[src/rtl/pf_ddr3_odt_dly_ctrl_if.sv]
// Request and IOD delay-line signal bundle for the ODT delay sequencer.
// The slave side is the sequencer; the master side is training logic plus the IOD model.
interface pf_ddr3_odt_dly_ctrl_if #(
    parameter int TAP_W = 8
);
    logic             REQ_VALID;
    logic             REQ_READY;
    logic [1:0]       REQ_OP;
    logic [TAP_W-1:0] REQ_TAPS;
    logic             DELAY_LINE_MOVE_0;
    logic             DELAY_LINE_DIRECTION_0;
    logic             DELAY_LINE_LOAD_0;
    logic             DELAY_LINE_OUT_OF_RANGE_0;
    logic [TAP_W-1:0] TAP_CNT;
    logic             BUSY;
    logic             DONE;
    logic             ERR;

    modport slave (
        input  REQ_VALID, REQ_OP, REQ_TAPS, DELAY_LINE_OUT_OF_RANGE_0,
        output REQ_READY, DELAY_LINE_MOVE_0, DELAY_LINE_DIRECTION_0, DELAY_LINE_LOAD_0,
        output TAP_CNT, BUSY, DONE, ERR
    );

    modport master (
        output REQ_VALID, REQ_OP, REQ_TAPS, DELAY_LINE_OUT_OF_RANGE_0,
        input  REQ_READY, DELAY_LINE_MOVE_0, DELAY_LINE_DIRECTION_0, DELAY_LINE_LOAD_0,
        input  TAP_CNT, BUSY, DONE, ERR
    );
endinterface

[src/rtl/pf_ddr3_odt_dly_ctrl.sv]
// Sequencer for the DDR3 ODT IOD dynamic output delay line: turns step/load
// requests into timed MOVE/DIRECTION/LOAD pulses and tracks the tap count.
module pf_ddr3_odt_dly_ctrl #(
    parameter int TAP_W      = 8,
    parameter int TAP_MAX    = 127,
    parameter int LOAD_VAL   = 1,
    parameter int GAP_CYC    = 3,
    parameter int SETTLE_CYC = 4
) (
    input  logic FAB_CLK,
    input  logic ARST_N,
    pf_ddr3_odt_dly_ctrl_if.slave bus
);
    typedef enum logic [2:0] {
        S_IDLE, S_LOAD, S_SETUP, S_MOVE, S_GAP, S_SETTLE, S_FIN
    } state_t;

    localparam logic [TAP_W:0]   TAP_MAX_X  = (TAP_W+1)'(TAP_MAX);
    localparam logic [TAP_W-1:0] LOAD_TAP   = TAP_W'(LOAD_VAL);
    localparam logic [7:0]       GAP_LD     = 8'(GAP_CYC - 1);
    localparam logic [7:0]       SETTLE_LD  = 8'(SETTLE_CYC - 1);

    state_t           state_q, state_d;
    logic [TAP_W-1:0] tap_q, tap_d;
    logic [TAP_W-1:0] rem_q, rem_d;
    logic [7:0]       cnt_q, cnt_d;
    logic             dir_q, dir_d;
    logic             err_q, err_d;
    logic             oor_q;
    logic [TAP_W:0]   inc_sum;

    always_ff @(posedge FAB_CLK or negedge ARST_N) begin
        if (!ARST_N) begin
            state_q <= S_IDLE;
            tap_q   <= LOAD_TAP;
            rem_q   <= '0;
            cnt_q   <= '0;
            dir_q   <= 1'b0;
            err_q   <= 1'b0;
            oor_q   <= 1'b0;
        end else begin
            state_q <= state_d;
            tap_q   <= tap_d;
            rem_q   <= rem_d;
            cnt_q   <= cnt_d;
            dir_q   <= dir_d;
            err_q   <= err_d;
            oor_q   <= bus.DELAY_LINE_OUT_OF_RANGE_0;
        end
    end

    assign inc_sum = {1'b0, tap_q} + {1'b0, bus.REQ_TAPS};

    always_comb begin
        state_d = state_q;
        tap_d   = tap_q;
        rem_d   = rem_q;
        cnt_d   = cnt_q;
        dir_d   = dir_q;
        err_d   = err_q;
        unique case (state_q)
            S_IDLE: begin
                if (bus.REQ_VALID) begin
                    err_d = 1'b0;
                    rem_d = bus.REQ_TAPS;
                    // Range violations are rejected up front so no pulse is ever issued.
                    if (bus.REQ_OP == 2'b11) begin
                        state_d = S_FIN;
                        err_d   = 1'b1;
                    end else if (bus.REQ_OP == 2'b00 && inc_sum > TAP_MAX_X) begin
                        state_d = S_FIN;
                        err_d   = 1'b1;
                    end else if (bus.REQ_OP == 2'b01 && bus.REQ_TAPS > tap_q) begin
                        state_d = S_FIN;
                        err_d   = 1'b1;
                    end else if (bus.REQ_OP == 2'b10) begin
                        state_d = S_LOAD;
                    end else if (bus.REQ_TAPS == '0) begin
                        state_d = S_FIN;
                    end else begin
                        state_d = S_SETUP;
                        dir_d   = (bus.REQ_OP == 2'b00);
                    end
                end
            end
            S_LOAD: begin
                tap_d   = LOAD_TAP;
                cnt_d   = SETTLE_LD;
                state_d = S_SETTLE;
            end
            S_SETUP: state_d = S_MOVE;
            S_MOVE: begin
                tap_d   = dir_q ? tap_q + 1'b1 : tap_q - 1'b1;
                rem_d   = rem_q - 1'b1;
                cnt_d   = GAP_LD;
                state_d = S_GAP;
            end
            S_GAP: begin
                // IOD hit its limit: the last step did not take effect, so roll it back.
                if (oor_q) begin
                    tap_d   = dir_q ? tap_q - 1'b1 : tap_q + 1'b1;
                    err_d   = 1'b1;
                    rem_d   = '0;
                    cnt_d   = SETTLE_LD;
                    state_d = S_SETTLE;
                end else if (cnt_q == '0) begin
                    if (rem_q != '0) begin
                        state_d = S_MOVE;
                    end else begin
                        cnt_d   = SETTLE_LD;
                        state_d = S_SETTLE;
                    end
                end else begin
                    cnt_d = cnt_q - 1'b1;
                end
            end
            S_SETTLE: begin
                if (cnt_q == '0) state_d = S_FIN;
                else             cnt_d   = cnt_q - 1'b1;
            end
            S_FIN:   state_d = S_IDLE;
            default: state_d = S_IDLE;
        endcase
    end

    assign bus.REQ_READY              = (state_q == S_IDLE);
    assign bus.BUSY                   = (state_q != S_IDLE);
    assign bus.DONE                   = (state_q == S_FIN);
    assign bus.DELAY_LINE_MOVE_0      = (state_q == S_MOVE);
    assign bus.DELAY_LINE_LOAD_0      = (state_q == S_LOAD);
    assign bus.DELAY_LINE_DIRECTION_0 = dir_q;
    assign bus.TAP_CNT                = tap_q;
    assign bus.ERR                    = err_q;
endmodule
[src/flat_wrapper.sv]
// flat-port wrapper written by rule: the top's interface ports become plain ports
module pf_ddr3_odt_dly_ctrl_flat 
#(
    parameter int TAP_W      = 8,
    parameter int TAP_MAX    = 127,
    parameter int LOAD_VAL   = 1,
    parameter int GAP_CYC    = 3,
    parameter int SETTLE_CYC = 4
)
  (FAB_CLK, ARST_N, bus_REQ_VALID, bus_REQ_OP, bus_REQ_TAPS, bus_DELAY_LINE_OUT_OF_RANGE_0, bus_REQ_READY, bus_DELAY_LINE_MOVE_0, bus_DELAY_LINE_DIRECTION_0, bus_DELAY_LINE_LOAD_0, bus_TAP_CNT, bus_BUSY, bus_DONE, bus_ERR);
  pf_ddr3_odt_dly_ctrl_if #(.TAP_W(TAP_W)) bus_i ();
  input  logic FAB_CLK;
  input  logic ARST_N;
  input wire logic [$bits(bus_i.REQ_VALID)-1:0] bus_REQ_VALID;
  input wire logic [$bits(bus_i.REQ_OP)-1:0] bus_REQ_OP;
  input wire logic [$bits(bus_i.REQ_TAPS)-1:0] bus_REQ_TAPS;
  input wire logic [$bits(bus_i.DELAY_LINE_OUT_OF_RANGE_0)-1:0] bus_DELAY_LINE_OUT_OF_RANGE_0;
  output wire logic [$bits(bus_i.REQ_READY)-1:0] bus_REQ_READY;
  output wire logic [$bits(bus_i.DELAY_LINE_MOVE_0)-1:0] bus_DELAY_LINE_MOVE_0;
  output wire logic [$bits(bus_i.DELAY_LINE_DIRECTION_0)-1:0] bus_DELAY_LINE_DIRECTION_0;
  output wire logic [$bits(bus_i.DELAY_LINE_LOAD_0)-1:0] bus_DELAY_LINE_LOAD_0;
  output wire logic [$bits(bus_i.TAP_CNT)-1:0] bus_TAP_CNT;
  output wire logic [$bits(bus_i.BUSY)-1:0] bus_BUSY;
  output wire logic [$bits(bus_i.DONE)-1:0] bus_DONE;
  output wire logic [$bits(bus_i.ERR)-1:0] bus_ERR;
  assign bus_i.REQ_VALID = bus_REQ_VALID;
  assign bus_i.REQ_OP = bus_REQ_OP;
  assign bus_i.REQ_TAPS = bus_REQ_TAPS;
  assign bus_i.DELAY_LINE_OUT_OF_RANGE_0 = bus_DELAY_LINE_OUT_OF_RANGE_0;
  assign bus_REQ_READY = bus_i.REQ_READY;
  assign bus_DELAY_LINE_MOVE_0 = bus_i.DELAY_LINE_MOVE_0;
  assign bus_DELAY_LINE_DIRECTION_0 = bus_i.DELAY_LINE_DIRECTION_0;
  assign bus_DELAY_LINE_LOAD_0 = bus_i.DELAY_LINE_LOAD_0;
  assign bus_TAP_CNT = bus_i.TAP_CNT;
  assign bus_BUSY = bus_i.BUSY;
  assign bus_DONE = bus_i.DONE;
  assign bus_ERR = bus_i.ERR;
  pf_ddr3_odt_dly_ctrl #(.TAP_W(TAP_W), .TAP_MAX(TAP_MAX), .LOAD_VAL(LOAD_VAL), .GAP_CYC(GAP_CYC), .SETTLE_CYC(SETTLE_CYC)) u_core (.FAB_CLK(FAB_CLK), .ARST_N(ARST_N), .bus(bus_i));
endmodule
[config.mk]
export PLATFORM = sky130hd
export DESIGN_NAME = pf_ddr3_odt_dly_ctrl_flat
export DESIGN_NICKNAME = d
export VERILOG_FILES = /design/src/rtl/pf_ddr3_odt_dly_ctrl_if.sv /design/src/rtl/pf_ddr3_odt_dly_ctrl.sv /design/src/flat_wrapper.sv
export SDC_FILE = /design/constraint.sdc
export NUM_CORES = 1
export LEC_CHECK = 0
export ABC_AREA = 1
export CAP_MARGIN = 20
export CORE_MARGIN = 3
export CORE_UTILIZATION = 55
export CTS_CLUSTER_DIAMETER = 100
export DETAILED_ROUTE_END_ITERATION = 8
export PLACE_DENSITY = 0.78
export SLEW_MARGIN = 40
export SYNTH_ARGS = -nofsm -noshare
export SYNTH_HDL_FRONTEND = slang
export SYNTH_SLANG_ARGS = --single-unit
[constraint.sdc]
create_clock -name FAB_CLK -period 2 [get_ports FAB_CLK]
set_input_delay 0.4 -clock FAB_CLK [delete_from_list [all_inputs] [get_ports FAB_CLK]]
set_output_delay 0.4 -clock FAB_CLK [all_outputs]
set_load 0.05 [all_outputs]
-- Word-level counts from Yosys, hierarchy flattened
Index checks and enable logic that the tools add are counted.
- flip-flop bits (word level): 30
- logic and storage cells: 81
- reductions and logical operators: 18
- $lt $le $gt $ge: 2
- muxes and demuxes: 29
- equal/unequal tests: 15
- bitwise gates (word level): 5
- $add $sub $neg: 5
- operators with widths (cell ; number):
    2-to-1 mux 8 bit ; 9
    case mux 8 bit (3 select lines) ; 2
    case mux 8 bit (4 select lines) ; 1
    2-to-1 mux 3 bit ; 10
    subtractor 8 x 1 -> 8 bit (second input constant) ; 3
    case mux 3 bit (6 select lines) ; 1
    zero test 8 bit ; 2
    AND reduction 3 bit ; 4
    adder 8 x 8 -> 9 bit ; 1
    equality test 3 bit (second input constant) ; 3
    > comparator 9 x 7 -> 1 bit (second input constant) ; 1
    nonzero test 3 bit ; 3
    adder 8 x 1 -> 8 bit (second input constant) ; 1
    > comparator 8 bit ; 1
    nonzero test 8 bit ; 1
    AND reduction 7 bit ; 1
    equality test 3 x 2 -> 1 bit (second input constant) ; 2
    2-to-1 mux 1 bit ; 5
    NOT 1 bit ; 5
    equality test 2 bit (second input constant) ; 2
    != test 2 x 1 -> 1 bit (second input constant) ; 2
    != test 2 bit (second input constant) ; 2
    != test 4 x 3 -> 1 bit (second input constant) ; 1
    nonzero test 4 bit ; 1
    other kinds (9) ; 10

-- Longest topological paths before layout
Gate-level depths: netlist of run 1.
- depth after elaboration: 8
- mapped depth: 17
- gate-level depth less buffers: 17

-- Least setup slack after synthesis of run 1
No wires, ideal clock.
- path type: register to register
- from: register u_core.state_q[0]
- to: register u_core.rem_q[4]
- stages on the path, launching flop included: 9
- path slack: -0.285 ns
- required time: 1.870 ns
- setup time: 0.130 ns
- arrival time: 2.155 ns
- path buffers: 0
- path through: dfrtp_1 > nor2_1 > inv_1 > nor2_2 > inv_1 > nand2_4 > nand3_4 > a221oi_1 > a21oi_1
- cells in the longest elaborated chain, start to end: 3
- ends and longest elaborated chain (element ; RTL line ; text):
    from (decl) ; pf_ddr3_odt_dly_ctrl.sv:23 ; state_t state_q, state_d;
    from (signal assigned) ; pf_ddr3_odt_dly_ctrl.sv:42 ; state_q <= state_d;
    zero test 3 bit (*) ; - ;
    net bus_REQ_READY ; flat_wrapper.sv:18 ; output wire logic [$bits(bus_i.REQ_READY)-1:0] bus_REQ_READY;
    != test 2 bit (no line) / nonzero test 3 bit (equally long branches) ; - ;
    AND reduction 3 bit (no line) ; - ;
    to (signal assigned) ; pf_ddr3_odt_dly_ctrl.sv:44 ; rem_q <= rem_d;
    to (decl) ; pf_ddr3_odt_dly_ctrl.sv:25 ; logic [TAP_W-1:0] rem_q, rem_d;
The timed path passes the listed nets; every way through them passes the cells marked *.
A chain may end at the register's enable or synchronous reset.

-- Worst setup path after layout of run 1
- from: register u_core.tap_q[1], in the netlist u_core.bus.TAP_CNT[1]
- to: register u_core.state_q[2]
- cells in the longest elaborated chain, start to end: 7
- ends and longest elaborated chain (element ; RTL line ; text):
    from (decl) ; pf_ddr3_odt_dly_ctrl.sv:24 ; logic [TAP_W-1:0] tap_q, tap_d;
    from (signal assigned) ; pf_ddr3_odt_dly_ctrl.sv:43 ; tap_q <= tap_d;
    adder 8 x 8 -> 9 bit / > comparator 8 bit (equally long branches) ; pf_ddr3_odt_dly_ctrl.sv:52, pf_ddr3_odt_dly_ctrl.sv:73 ;
    > comparator 9 x 7 -> 1 bit / logical AND 1 bit (equally long branches) ; pf_ddr3_odt_dly_ctrl.sv:70, pf_ddr3_odt_dly_ctrl.sv:73 ;
    logical AND 1 bit / 2-to-1 mux 3 bit (equally long branches) ; pf_ddr3_odt_dly_ctrl.sv:70, pf_ddr3_odt_dly_ctrl.sv:73 ;
    2-to-1 mux 3 bit (*) ; pf_ddr3_odt_dly_ctrl.sv:70 ; end else if (bus.REQ_OP == 2'b00 && inc_sum > TAP_MAX_X) begin
    2-to-1 mux 3 bit (*) ; pf_ddr3_odt_dly_ctrl.sv:67 ; if (bus.REQ_OP == 2'b11) begin
    2-to-1 mux 3 bit (*) ; pf_ddr3_odt_dly_ctrl.sv:63 ; if (bus.REQ_VALID) begin
    case mux 3 bit (6 select lines) (*) ; pf_ddr3_odt_dly_ctrl.sv:61 ; unique case (state_q)
Every way passes the cells marked *; elsewhere a longest branch is shown, timed or not. The select of a mux whose other input is x is not followed.

==> results.md, run 1 <==
- Worst-skew pair later-pin latency: 0.28 ns
- Die Wd: 75.6 um
- Post-DRT Antenna Nets: 0
- Total grt overflow: 0
- Final nets: 478
- Crit Path Class: reg2reg
- Post-synthesis cell type count: 47
- Clock buffer count from CTS: 5
- Post-Synth XOR/XNOR Area: 5.58%
- Busiest metal layer after global routing: met2
- Largest net degree at the start of global routing: 31
- FP Rows: 24
- Max-slew headroom: 65.5%
- Final setup skew: 0.00249 ns
- Hold/Removal Path Class: in2async
- Layout cell share with drive strength beyond 1: 22.2%
- RSZ-0062 raised after global routing: yes
- Number of diodes: 0
- R2R Setup Slk: -0.02 ns
- Synth Instances: 380
- Max incr delay on CP: 0.42 ns
- Per-cell routed wire length: 15.2 um
- Final min period: 2.02 ns
- Initial antenna violation count: 0
- Post-synth top flop: dfrtp_1
- Failing checks: setup timing
- Detail Placement HPWL: 5.17 mm
- Critical Path RT: 2.23 ns
- P per Cell Area: 1760 nW/um2
- TritonCTS clock tree: built
- First DRT Iteration DRCs: 168
- Core Area: 4500 um2
- IO Port Bufs: 28
- Synthesis-stage register bit count: 30
- Layout area overhead: 33.0%
- Area after DPL: 3230 um2
- Synth Area in Compound Gates: 16.0%
- Period Utilization, post-route: 101%
- Most frequent cells in the layout: nand2_1, inv_1, buf_4
- Slew Viols, Final: 0
- Worst Max-Slew Pin Slew: 0.516 ns
- FMAX: 494 MHz
- Routed wire length: 7.50 mm
- CP cell instances: clkinvlp_4 -> buf_4 -> fa_2 -> nor2_1 -> nand2_1 -> nand2_1 -> a21oi_2 -> nand3_1 -> nand2_1 -> nand2_2 -> nand2_2 -> nand2_1 -> nand2_1 -> nand2_1
- Full die area: 5720 um2
- DR vias/cell: 5.68
- Hold Buf Count CTS: 0
- VDD IR max: 0.00120 V
- Synthesized area per cell: 7.02 um2
- Cell mode on critical path: nand2_1
- Starting Density: 59.2%
- Ys Warns: 0
- Max-cap violation count: 0
- Largest family of logic cells by synthesized area: simple AND/OR/NAND/NOR gates
- Crit-path max FO: 4
- Reg clk slew, reported paths: 0.07 ns
- First-pass GRT wire length: 11.5 mm
- Worst Path Arrival: 2.25 ns
- Critical Path End Type: register
- I/O pins: 29
- Simple-gate portion of the synthesized area: 28.2%
- Htree depth: 2
- Fin worst setup slack: -0.0227 ns
- Drc violations: 0
- Tot GR Track Use: 26.5%
- Final hold vios: 0
- Outcome: finished, violations left
- Clock Tree Buf Depth: 2
- Synth async-reset ratio: 100%
- Post-Syn Area: 2670 um2
- Vias: 2807
- Largest cells by area after synthesis: dfrtp_1, nand2_1, ha_1
- Mux cell area share after synthesis: 0%
- Die Ht: 75.6 um
- Vias in the first global route: 2511
- Mapped Nets: 417
- Pwr Total: 6.24 mW
- Root buffer cell: clkbuf_8
- Post-Synth Adder-Cell Area: 11.1%
- Most common cell after layout, fill and taps aside: nand2_1
- Seq/Total Area, Yosys: 28.2%
- Startpoint Class: register
- Design area: 3550 um2
- First-pass DRT Iterations: 5
- GR Util met2: 42.4%
- M3 GR Usage: 4.22%
- RD Place Congestion: 0.877
- Number of synthesized flops with an enable pin: 0
- CP max-delay cell: dfrtp_2
- Synth area leader: dfrtp_1
- Final setup vio count: 2
- Met1 Use GR: 38.1%
- Yosys top cell area share: 27.2%
- Leak pwr: 1.78 nW
- TritonCTS Sinks: 30
area by class of cell:
cell class | count | area, um2
Fill cell | 304 | 957
Timing Repair Buffer | 58 | 546
Tap cell | 52 | 65.1
Inverter | 68 | 275
Clock inverter | 2 | 60.1
Multi-Input combinational cell | 278 | 1750
Clock buffer | 6 | 82.6
Sequential cell | 30 | 764
registers in the layout, summed over array words and instances, names as in the netlist:
register	flops
u_core.cnt_q	8
u_core.state_q	3
u_core.rem_q	8
u_core.bus.DELAY_LINE_DIRECTION_0	1
u_core.bus.ERR	1
u_core.oor_q	1
u_core.bus.TAP_CNT	8
where the power goes:
part	total, mW	switching [mW]	internal (mW)
sequential	1.17	0.242	0.924
clock	0.777	0.246	0.531
combinational	4.30	2.72	1.59
logic make-up after synthesis:
group / count (synthesis)
adders and majority gates: 23
xor gates and xnor gates: 17
AOI/OAI and AO/OA: 73
DFF: 30
and+or+nand+nor: 165
buffers and inverters: 72
cell usage after synthesis, types with 3 or more instances:
cell     count
o21ai_0     30
o21ai_1      3
nand3_1     21
nor2_1      35
nor4_1       3
a21oi_1     18
nor2_2       4
inv_1       61
xor2_1      14
nand2_1     80
dfrtp_1     29
xnor2_1      3
ha_1        22
nor3_1       6
a22oi_1      3
nand4_1      6
o22ai_1      6
path summary, 6_finish.rpt:
| kind | depth (start not counted) | endpoint | start |
|---|---|---|---|
| max | 14 | u_core.state_q[2]$_DFFE_PN0P_ | u_core.bus.TAP_CNT[1]$_DFFE_PN0P_ |
| min | 2 | u_core.bus.TAP_CNT[3]$_DFFE_PN0P_ | ARST_N |
| max reg2reg | 14 | u_core.state_q[2]$_DFFE_PN0P_ | u_core.bus.TAP_CNT[1]$_DFFE_PN0P_ |
| min reg2reg | 2 | u_core.bus.ERR$_DFFE_PN0P_ | u_core.bus.ERR$_DFFE_PN0P_ |
| max in group asynchronous | 2 | u_core.bus.TAP_CNT[0]$_DFFE_PN1P_ | ARST_N |
| min in group FAB_CLK | 2 | u_core.bus.ERR$_DFFE_PN0P_ | u_core.bus.ERR$_DFFE_PN0P_ |
through the flow:
| step | instances | hold slack, ns | setup TNS, ns | util (%) | worst slack [ns] |
|---|---|---|---|---|---|
| final | 494 | 0.506 | -0.0351 | 78.8 | -0.0227 |
| after global routing | 494 | 0.551 | -0.631 | 78.8 | -0.253 |
| after CTS | 489 | 0.523 | 0 | 75.1 | 0.000578 |
| after detailed placement | 481 | 0.519 | -0.716 | 71.6 | -0.262 |
| after global placement | 481 | 0.526 | -0.659 | 71.6 | -0.247 |
| after floorplan | 380 | 0.104 | -0.135 | - | -0.0594 |
layer usage:
layer | wire length [um] | up-vias
li1 | - | 1358
met1 | 3340 | 1322
met2 | 3540 | 110
met3 | 479 | 17
met4 | 133 | 0
met5 | 0 | -
critical path: cells and delay by family, from the launching register on:
family | cells | cell delay, ns
DFF | 1 | 0.42
and+or+nand+nor | 10 | 0.79
buffers and inverters | 2 | 0.33
adders and majority gates | 1 | 0.37
AOI/OAI and AO/OA | 1 | 0.05
timing repair:
action                                  4_1_cts  5_1_grt
gates resized for setup                       3       23
endpoints found under the setup margin        2        7
pin swaps                                     3        7
setup buffers                                 0        5
Power figures use the tool's default switching activity.
==> inputs of run 2 (changes only) <==
- CORE_MARGIN: 3 -> 8
- CORE_UTILIZATION: 55 -> 40
- PLACE_DENSITY: 0.78 -> not set
- RECOVER_POWER: not set -> 50
==> results.md, run 2 (same netlist as run 1, synthesis figures left out) <==
- P per Cell Area: 1710 nW/um2 (was 1760 nW/um2)
- Max incr delay on CP: 0.79 ns (was 0.42 ns)
- TritonCTS Sinks: 30 (unchanged)
- Int Pwr: 2.82 mW (was 3.04 mW)
- Startpoint Class: register (unchanged)
- Fin cells: 518 (was 494)
- Per-cell routed wire length: 13.6 um (was 15.2 um)
- Vias in the first global route: 2614 (was 2511)
- Most frequent cells in the layout: nand2_1, inv_1, nor2_1 (was nand2_1, inv_1, buf_4)
- Placed Cells: 509 (was 481)
- Routed wire length: 7.03 mm (was 7.50 mm)
- Switching power share of the total: 52.2% (was 51.3%)
- First DRT Iteration DRCs: 75 (was 168)
- First-pass DRT Iterations: 4 (was 5)
- Largest net degree at the start of global routing: 31 (unchanged)
- Core Area: 6390 um2 (was 4500 um2)
- Critical Path End Type: output port (was register)
- Total grt overflow: 0 (unchanged)
- Critical Path RT: 1.60 ns (was 2.23 ns)
- Worst Path Arrival: 1.56 ns (was 2.25 ns)
- Place WS: -0.303 ns (was -0.262 ns)
- R2R Setup Slk: 0.05 ns (was -0.02 ns)
- Hold Buf Count CTS: 0 (unchanged)
- Hold_ws: 0.547 ns (was 0.506 ns)
- Full die area: 9540 um2 (was 5720 um2)
- Fill cells: 621 (was 304)
- Hold/Removal Path Class: reg2reg (was in2async)
- Max-slew headroom: 43.9% (was 65.5%)
- Period Utilization, post-route: 97.9% (was 101%)
- Outcome: finished, final reports clean (was finished, violations left)
- Final setup skew: 0.00612 ns (was 0.00249 ns)
- Final setup vio count: 0 (was 2)
- Combinational share of power: 70.2% (was 68.9%)
- CP cell instances: buf_4 -> clkdlybuf4s50_1 (was clkinvlp_4 -> buf_4 -> fa_2 -> nor2_1 -> nand2_1 -> nand2_1 -> a21oi_2 -> nand3_1 -> nand2_1 -> nand2_2 -> nand2_2 -> nand2_1 -> nand2_1 -> nand2_1)
- Tot GR Track Use: 15.1% (was 26.5%)
- Leak pwr: 1.70 nW (was 1.78 nW)
- Reg clk slew, reported paths: 0.06 ns (was 0.07 ns)
- Post-DRT Antenna Nets: 0 (unchanged)
- IO Port Bufs: 28 (unchanged)
- Final nets: 477 (was 478)
- Area of the multi-input gates: 1690 um2 (was 1750 um2)
- Seq. cell area: 764 um2 (unchanged)
- Die Ht: 97.7 um (was 75.6 um)
- Most common cell after layout, fill and taps aside: nand2_1 (unchanged)
- Net Sw Power: 3.09 mW (was 3.20 mW)
- VDD IR max: 0.00101 V (was 0.00120 V)
- CP max-delay cell: clkdlybuf4s50_1 (was dfrtp_2)
- Htree depth: 2 (unchanged)
- I/O pins: 29 (unchanged)
- Max-cap violation count: 0 (unchanged)
- DR vias/cell: 5.03 (was 5.68)
- Layout area overhead: 29.3% (was 33.0%)
- Root buffer cell: clkbuf_8 (unchanged)
- Final min period: 1.96 ns (was 2.02 ns)
- Layout cell share with drive strength beyond 1: 19.5% (was 22.2%)
- First-pass GRT wire length: 12.1 mm (was 11.5 mm)
- Final core utilization: 54.0% (was 78.8%)
- Clock buffer count from CTS: 5 (unchanged)
- FMAX: 511 MHz (was 494 MHz)
- Slew Viols, Final: 0 (unchanged)
- Final hold vios: 0 (unchanged)
- Fin worst setup slack: 0.0423 ns (was -0.0227 ns)
- Family with the most delay on the worst path: buffers and inverters (was simple AND/OR/NAND/NOR gates)
- Number of diodes: 0 (unchanged)
- TritonCTS clock tree: built (unchanged)
- Clock power frac: 10.4% (was 12.5%)
- Clock Tree Buf Depth: 2 (unchanged)
- CP Buf/Inv Count: 2 (unchanged)
- Crit Path Class: reg2out (was reg2reg)
- RD Place Congestion: 0.884 (was 0.877)
- Initial antenna violation count: 0 (unchanged)
- Worst-skew pair later-pin latency: 0.29 ns (was 0.28 ns)
- RSZ-0062 raised after global routing: yes (unchanged)
- Vias: 2604 (was 2807)
- Crit-path max FO: 3 (was 4)
- Drc violations: 0 (unchanged)
- Die Wd: 97.7 um (was 75.6 um)
- Worst Max-Slew Pin Slew: 0.842 ns (was 0.516 ns)
- FP Rows: 29 (was 24)
- Seq pwr share: 19.4% (was 18.7%)
- Detail Placement HPWL: 5.48 mm (was 5.17 mm)
- Starting Density: 41.8% (was 59.2%)
[run 2: power by group through the flow]
| stage | sequential [mW] | combinational, mW | clock (mW) |
|---|---|---|---|
| after floorplan | 1.48 | 2.52 | 0 |
| after global placement | 1.15 | 4.06 | 0 |
| after detailed placement | 1.14 | 4.09 | 0 |
| after CTS | 1.14 | 4.13 | 0.632 |
| after global routing | 1.19 | 4.61 | 0.663 |
| final | 1.15 | 4.15 | 0.615 |
[run 2: repair_timing]
| item | CTS | global route |
|---|---|---|
| endpoints found under the setup margin | 3 | 4 |
| pin swaps | 1 | 4 |
| gates resized for setup | 0 | 14 |
| buffers inserted | 1 | 0 |
[run 2: final cells by class]
cell class | count | share of cell area, %
clock buffer | 5 | 2.00
clock inverter | 3 | 1.16
inverter | 68 | 7.98
multi-input combinational | 278 | 49.0
sequential | 30 | 22.2
tap | 77 | 2.79
timing repair buffer | 57 | 14.9
[run 2: worst register-to-register path, delay by kind of cell (launching register included)]
family                     cells  cell delay (ns)
DFF                            1             0.38
and+or+nand+nor               11             0.87
adders and majority gates      1             0.38
buffers and inverters          2             0.24
[run 2: per-stage QoR]
step | setup TNS [ns] | power [mW] | instance area [um2]
floorplan | -0.135 | 3.99 | 2700
global placement | -0.743 | 5.20 | 3290
detailed placement | -0.815 | 5.24 | 3290
CTS | 0 | 5.89 | 3410
global route | -0.203 | 6.47 | 3450
finish | 0 | 5.91 | 3450
[run 2: final timing paths]
| kind | to | from | depth (start not counted) |
|---|---|---|---|
| min | u_core.bus.ERR$_DFFE_PN0P_ | u_core.bus.ERR$_DFFE_PN0P_ | 2 |
| min reg2reg | u_core.bus.ERR$_DFFE_PN0P_ | u_core.bus.ERR$_DFFE_PN0P_ | 2 |
| max | bus_TAP_CNT[6] | u_core.bus.TAP_CNT[6]$_DFFE_PN0P_ | 2 |
| min in group asynchronous | u_core.rem_q[0]$_DFFE_PN0P_ | ARST_N | 2 |
| max reg2reg | u_core.bus.DELAY_LINE_DIRECTION_0$_DFFE_PN0P_ | u_core.bus.TAP_CNT[1]$_DFFE_PN0P_ | 14 |
| max in group asynchronous | u_core.bus.TAP_CNT[4]$_DFFE_PN0P_ | ARST_N | 2 |
[run 2: metal layers]
metal / up-vias / track usage, % / wire length (um)
li1: 1356 / - / -
met1: 1189 / 20.6 / 3600
met2: 52 / 23.5 / 3080
met3: 7 / 2.70 / 296
met4: 0 / 4.08 / 55
met5: - / 0 / 0
